`config.mk`:
```
export PLATFORM = sky130hd
export DESIGN_NAME = symbol_window_loader
export DESIGN_NICKNAME = d
export VERILOG_FILES = /design/src/rtl/symbol_window_loader.sv
export SDC_FILE = /design/constraint.sdc
export NUM_CORES = 1
export LEC_CHECK = 0
export ABC_AREA = 1
export CAP_MARGIN = 30
export CORE_UTILIZATION = 45
export DETAILED_ROUTE_END_ITERATION = 10
export GPL_TIMING_DRIVEN = 0
export PLACE_DENSITY = 0.75
export SLEW_MARGIN = 0
export SYNTH_ARGS = -nofsm -noshare
export SYNTH_HDL_FRONTEND = slang
export SYNTH_SLANG_ARGS = --single-unit
```
`constraint.sdc`:
```
create_clock -name clk -period 4.71 [get_ports clk]
set_clock_uncertainty 0.2 [all_clocks]
set_input_delay 0.942 -clock clk [delete_from_list [all_inputs] [get_ports clk]]
set_output_delay 0.942 -clock clk [all_outputs]
set_load 0.05 [all_outputs]
```
`src/rtl/symbol_window_loader.sv`:
```
// symbol_window_loader: packs a stream of 5-bit symbols into a 10-lane window.
// Downstream takes 0..4 symbols per cycle from lane 0. The window is
// shifted down by the legal take, refilled with the pad symbol, and then the
// incoming symbol (if any) is dropped into the first free lane.
module symbol_window_loader #(
    parameter logic [4:0] PAD_SYM = 5'h00
) (
    input  logic        clk,
    input  logic        rst,
    input  logic [4:0]  sym_in,
    input  logic        sym_valid,
    output logic        sym_ready,
    input  logic [2:0]  take,
    input  logic        flush,
    input  logic        err_clr,
    output logic [49:0] win_data,
    output logic [3:0]  win_count,
    output logic        take_err,
    output logic [49:0] sh_in,
    output logic [2:0]  sh_shift,
    output logic [4:0]  sh_fill
);

    logic [49:0] win_q;
    logic [3:0]  cnt_q;
    logic        err_q;

    logic        take_ok;
    logic [2:0]  t;
    logic [3:0]  c1;
    logic        push;
    logic [49:0] shifted;
    logic [49:0] win_nxt;

    // Take legality, accept handshake and the effective shift amount.
    always_comb begin
        take_ok   = (take <= 3'd4) && ({1'b0, take} <= cnt_q);
        t         = take_ok ? take : 3'd0;
        c1        = cnt_q - {1'b0, t};
        sym_ready = ~flush & (cnt_q < 4'd10);
        push      = sym_valid & sym_ready;
    end

    // Shifter model: move lanes down by t, pad the vacated top lanes.
    always_comb begin
        shifted = {10{PAD_SYM}};
        for (int k = 0; k < 10; k++) begin
            if (k + int'(t) < 10)
                shifted[5*k +: 5] = win_q[5*(k + int'(t)) +: 5];
        end
    end

    // Refill: the pushed symbol lands in lane c1, right after the survivors.
    always_comb begin
        win_nxt = shifted;
        for (int k = 0; k < 10; k++) begin
            if (push && (c1 == 4'(k)))
                win_nxt[5*k +: 5] = sym_in;
        end
    end

    // Window and count registers; flush clears the window before any push/take.
    always_ff @(posedge clk) begin
        if (rst) begin
            win_q <= {10{PAD_SYM}};
            cnt_q <= 4'd0;
        end else if (flush) begin
            win_q <= {10{PAD_SYM}};
            cnt_q <= 4'd0;
        end else begin
            win_q <= win_nxt;
            cnt_q <= push ? c1 + 4'd1 : c1;
        end
    end

    // Sticky illegal-take flag; a new error outranks a simultaneous clear.
    // A take presented during flush is ignored, so it cannot raise the flag.
    always_ff @(posedge clk) begin
        if (rst)
            err_q <= 1'b0;
        else if (!take_ok && !flush)
            err_q <= 1'b1;
        else if (err_clr)
            err_q <= 1'b0;
    end

    assign win_data  = win_q;
    assign win_count = cnt_q;
    assign take_err  = err_q;
    assign sh_in     = win_q;
    assign sh_shift  = t;
    assign sh_fill   = PAD_SYM;

endmodule

```
==> flow_summary.html <==
<table>
<tr><th>Metric</th><th>Value</th></tr>
<tr><th colspan="2">Outcome</th></tr>
<tr><td>Status</td><td>completed</td></tr>
<tr><th colspan="2">Clocking</th></tr>
<tr><td>Number of H-tree levels</td><td>2</td></tr>
<tr><td>Clock slew at reported path FFs</td><td>0.11 ns</td></tr>
<tr><td>Insertion delay of the later-clocked pin in the worst-skew pair</td><td>0.32 ns</td></tr>
<tr><td>CTS tree</td><td>built</td></tr>
<tr><td>Max clock buf depth</td><td>2</td></tr>
<tr><td>Root buffer cell</td><td>sky130_fd_sc_hd__clkbuf_8</td></tr>
<tr><td>Number of clock buffers inserted by TritonCTS</td><td>5</td></tr>
<tr><td>Count of clock tree sinks</td><td>55</td></tr>
<tr><th colspan="2">Synthesis</th></tr>
<tr><td>Register bit total from synthesis</td><td>55</td></tr>
<tr><td>Largest area contributor in the synthesized netlist</td><td>sky130_fd_sc_hd__dfxtp_1</td></tr>
<tr><td>Synth cell types</td><td>36</td></tr>
<tr><td>Cell area after synthesis</td><td>4760 um2</td></tr>
<tr><td>Sequential cell area fraction in the yosys report</td><td>23.1%</td></tr>
<tr><td>Cell types with the largest area share after synthesis</td><td>sky130_fd_sc_hd__dfxtp_1, sky130_fd_sc_hd__nand2_1, sky130_fd_sc_hd__nand3_1, sky130_fd_sc_hd__buf_4, sky130_fd_sc_hd__inv_1</td></tr>
<tr><td>Share of the synthesized area in the top cell type</td><td>23.1%</td></tr>
<tr><td>Count of yosys warnings during synthesis</td><td>0</td></tr>
<tr><td>Mean instance size in the synthesized netlist</td><td>6.07 um2</td></tr>
<tr><td>Cell count after synthesis</td><td>785</td></tr>
<tr><th colspan="2">Final layout</th></tr>
<tr><td>Proportion of layout cells with a drive suffix above 1</td><td>11.8%</td></tr>
<tr><td>Multi-input combinational cell area</td><td>2770 um2</td></tr>
<tr><td>Number of antenna diodes</td><td>0</td></tr>
<tr><td>Fin nets</td><td>946</td></tr>
<tr><td>Area growth from synthesis to layout</td><td>32.3%</td></tr>
<tr><td>Sequential cell area</td><td>1100 um2</td></tr>
<tr><td># fillers</td><td>1013</td></tr>
<tr><th colspan="2">Timing</th></tr>
<tr><td>Setup TNS after final layout</td><td>0 ns</td></tr>
<tr><td>Crit path time final</td><td>4.59 ns</td></tr>
<tr><td>Setup repair after global routing missed its margin</td><td>false</td></tr>
<tr><td>Number of max-slew violations in the final report</td><td>0</td></tr>
<tr><td>Fmax achieved</td><td>218 MHz</td></tr>
<tr><td>Number of setup violations in the final report</td><td>0</td></tr>
<tr><td>Final count of hold timing violations</td><td>0</td></tr>
<tr><td>Slew at the pin closest to its max-slew limit</td><td>0.746 ns</td></tr>
<tr><td>Period utilisation layout</td><td>97.4%</td></tr>
<tr><td>Max-Slew Margin vs Limit</td><td>50.2%</td></tr>
<tr><th colspan="2">Critical path</th></tr>
<tr><td>Worst-path cell with the longest stage delay</td><td>sky130_fd_sc_hd__ha_1</td></tr>
<tr><td>Worst Setup Start Kind</td><td>input pin</td></tr>
<tr><td>Sort of element at the end of the critical path</td><td>flop</td></tr>
<tr><td>Biggest cell delay along the critical path</td><td>0.36 ns</td></tr>
<tr><td>Max Fanout on Critical Path</td><td>13</td></tr>
<tr><td>Path type of the worst setup path</td><td>input pin to flop</td></tr>
<tr><td>Data required, critical path</td><td>4.70 ns</td></tr>
<tr><td>Arrival time worst endpoint</td><td>4.58 ns</td></tr>
<tr><td>Cell repeated most along the worst path</td><td>sky130_fd_sc_hd__inv_1</td></tr>
<tr><td>R2r setup slk</td><td>0.67 ns</td></tr>
<tr><td>Critical path, cell by cell</td><td>buf_2 -&gt; clkbuf_4 -&gt; inv_1 -&gt; ha_1 -&gt; nand3_1 -&gt; nand2_1 -&gt; inv_1 -&gt; nand2_2 -&gt; nand3_2 -&gt; buf_2 -&gt; ha_1 -&gt; or2_1 -&gt; nand2_1 -&gt; nand3_1 -&gt; nor3_4 -&gt; inv_1 -&gt; o21ai_0 -&gt; inv_1 -&gt; nand3b_1 -&gt; a21oi_1</td></tr>
<tr><th colspan="2">Die</th></tr>
<tr><td>Die ar.</td><td>11000 um2</td></tr>
<tr><td>Vertical die dimension</td><td>105 um</td></tr>
<tr><td>Die X</td><td>105 um</td></tr>
<tr><td>Io pins</td><td>127</td></tr>
<tr><td>Cell Rows</td><td>37</td></tr>
<tr><td>Area of the core</td><td>10300 um2</td></tr>
<tr><td>Starting Density</td><td>46.3%</td></tr>
<tr><th colspan="2">Global routing</th></tr>
<tr><td>Antenna violations before repair</td><td>0</td></tr>
<tr><td>Overall Global Routing Usage</td><td>33.4%</td></tr>
<tr><td>Largest net degree at the start of global routing</td><td>18</td></tr>
<tr><td>Leftover overflow at the end of global routing</td><td>0</td></tr>
<tr><td>Number of global-route vias before repair</td><td>5275</td></tr>
<tr><td>First-pass GRT wire length</td><td>28.6 mm</td></tr>
<tr><th colspan="2">Power and ir drop</th></tr>
<tr><td>Clk pwr share</td><td>18.0%</td></tr>
<tr><td>Fraction of power spent switching nets</td><td>49.1%</td></tr>
<tr><td>Net Sw Power</td><td>0.946 mW</td></tr>
<tr><td>Cell-internal power</td><td>0.982 mW</td></tr>
<tr><td>Sequential power share</td><td>27.6%</td></tr>
<tr><td>Comb power frac</td><td>54.5%</td></tr>
<tr><td>Power Density</td><td>306 nW/um2</td></tr>
<tr><td>Leakage power figure</td><td>2.82 nW</td></tr>
<tr><td>Post-route total power</td><td>1.93 mW</td></tr>
<tr><td>Worst-case vdd ir drop</td><td>0.194 mV</td></tr>
<tr><th colspan="2">Worst hold path</th></tr>
<tr><td>Class of the most critical hold timing path</td><td>flop to flop</td></tr>
<tr><th colspan="2">Detailed routing</th></tr>
<tr><td>Total vias in the final route</td><td>5952</td></tr>
<tr><td>Average detailed-routed wire length per instance</td><td>17.6 um</td></tr>
<tr><td>Drc violations</td><td>0</td></tr>
<tr><td>Via-per-instance ratio</td><td>5.67</td></tr>
<tr><td>Length of the first detailed-routing pass in iterations</td><td>6</td></tr>
<tr><td>Wirelength, routed</td><td>18.5 mm</td></tr>
<tr><td>Number of DRC violations after detailed-routing iteration 0</td><td>816</td></tr>
<tr><td>Residual antenna-violating net count after detailed routing</td><td>0</td></tr>
<tr><th colspan="2">Flow run</th></tr>
<tr><td>Max cap viols</td><td>0</td></tr>
<tr><th colspan="2">Placement</th></tr>
<tr><td>Half-perimeter wire length after placement</td><td>13.4 mm</td></tr>
<tr><td>Placer Congestion</td><td>1.05</td></tr>
<tr><td>Count of input and output buffers</td><td>115</td></tr>
</table>
-- final timing paths --
kind	from	end	cells after the start
max reg2reg	win_count[1]	sh_in[12]	19
min	take_err	take_err	2
max	take[0]	sh_in[12]	20
min reg2reg	take_err	take_err	2
-- cells in the mapped netlist (all sizes together) --
| master | count |
|---|---|
| nand2 | 209 |
| nand3 | 141 |
| inv | 93 |
| buf | 78 |
| a21oi | 62 |
| dfxtp | 55 |
| nand4 | 45 |
| o21ai | 24 |
| nor2 | 20 |
| clkbuf | 19 |
| ha | 19 |
| nand3b | 4 |
| nor3 | 4 |
| o211ai | 2 |
| or2 | 2 |
| a31oi | 1 |
| and2 | 1 |
| clkinv | 1 |
| conb | 1 |
| fa | 1 |
| nor3b | 1 |
| nor4 | 1 |
| o31ai | 1 |
-- state kept, by name (all words and copies together) (netlist names) --
signal	flops
take_err	1
sh_in	50
win_count	4
-- final cells by class --
class	count	share of cell area (%)
multi-input combinational	543	44.0
timing repair buffer	118	18.7
sequential	55	17.5
buffer	96	9.61
inverter	94	5.68
tap	136	2.70
clock buffer	6	1.31
clock inverter	2	0.556
-- timing repair --
item / 4_1_cts / 5_1_grt
buffers inserted: 1 / 2
gates resized for setup: 16 / 12
hold buffers: 0 / 0
setup endpoints to repair: 48 / 49
pin swaps: 1 / 1
-- per-layer routing --
| metal | track usage, % | routed length [um] |
|---|---|---|
| met1 | 43.8 | 7420 |
| met3 | 7.74 | 2250 |
| met4 | 21.7 | 1230 |
| met2 | 48.7 | 7600 |
| met5 | 0 | 0 |
-- critical path, delay by kind of cell --
| kind | cells | cell delay, ns |
|---|---|---|
| AND/OR/NAND/NOR | 9 | 1.68 |
| buffers and inverters | 7 | 1.13 |
| AO/OA/AOI/OAI | 2 | 0.20 |
| adder cells (fa/ha/maj) | 2 | 0.63 |
-- power groups by stage --
stage          clock, mW  sequential [mW]  combinational (mW)
4_1_cts            0.345            0.530                1.01
2_1_floorplan          0            0.634               0.612
3_5_place_dp           0            0.541                1.00
3_3_place_gp           0            0.540               0.994
6_report           0.347            0.531                1.05
5_1_grt            0.360            0.535                1.11
-- placed cells by master (no fill, tap or decap), drive strengths merged --
cell / netlist / layout
clkbuf: 19 / 26
o211ai: 2 / 2
o21ai: 24 / 24
clkdlybuf4s15: 0 / 1
and2: 1 / 1
buf: 78 / 79
inv: 93 / 93
a31oi: 1 / 1
bufinv: 0 / 1
dfxtp: 55 / 55
dlymetal6s2s: 0 / 2
nor3b: 1 / 1
fa: 1 / 1
nor3: 4 / 4
o31ai: 1 / 1
nand3b: 4 / 4
a21oi: 62 / 62
nand2: 209 / 209
clkdlybuf4s50: 0 / 110
dlygate4sd2: 0 / 2
conb: 1 / 5
ha: 19 / 19
or2: 2 / 2
nand3: 141 / 141
nor2: 20 / 20
nor4: 1 / 1
clkinv: 1 / 2
nand4: 45 / 45
-- stage by stage --
step | area, um2 | hold slack [ns] | setup slack (ns) | util (%) | instances
4_1_cts | 6260 | 0.270 | 0.000718 | 60.9 | 1048
3_3_place_gp | 6100 | 0.252 | -1.09 | 59.3 | 1040
6_report | 6300 | 0.267 | 0.122 | 61.3 | 1050
2_1_floorplan | 4780 | 0.473 | 0.0328 | - | 789
3_5_place_dp | 6100 | 0.256 | -1.08 | 59.3 | 1040
5_1_grt | 6300 | 0.289 | 0.00336 | 61.3 | 1050
-- cell families after synthesis --
| logic type | after synthesis | synth area share, % |
|---|---|---|
| simple gates | 428 | 41.5 |
| buf+inv | 191 | 20.1 |
| compound gates | 90 | 9.88 |
| flops | 55 | 23.1 |
| fa+ha+maj | 20 | 5.41 |
| other cells | 1 | 0.0787 |
No activity file was read; power rests on OpenSTA's default activity.
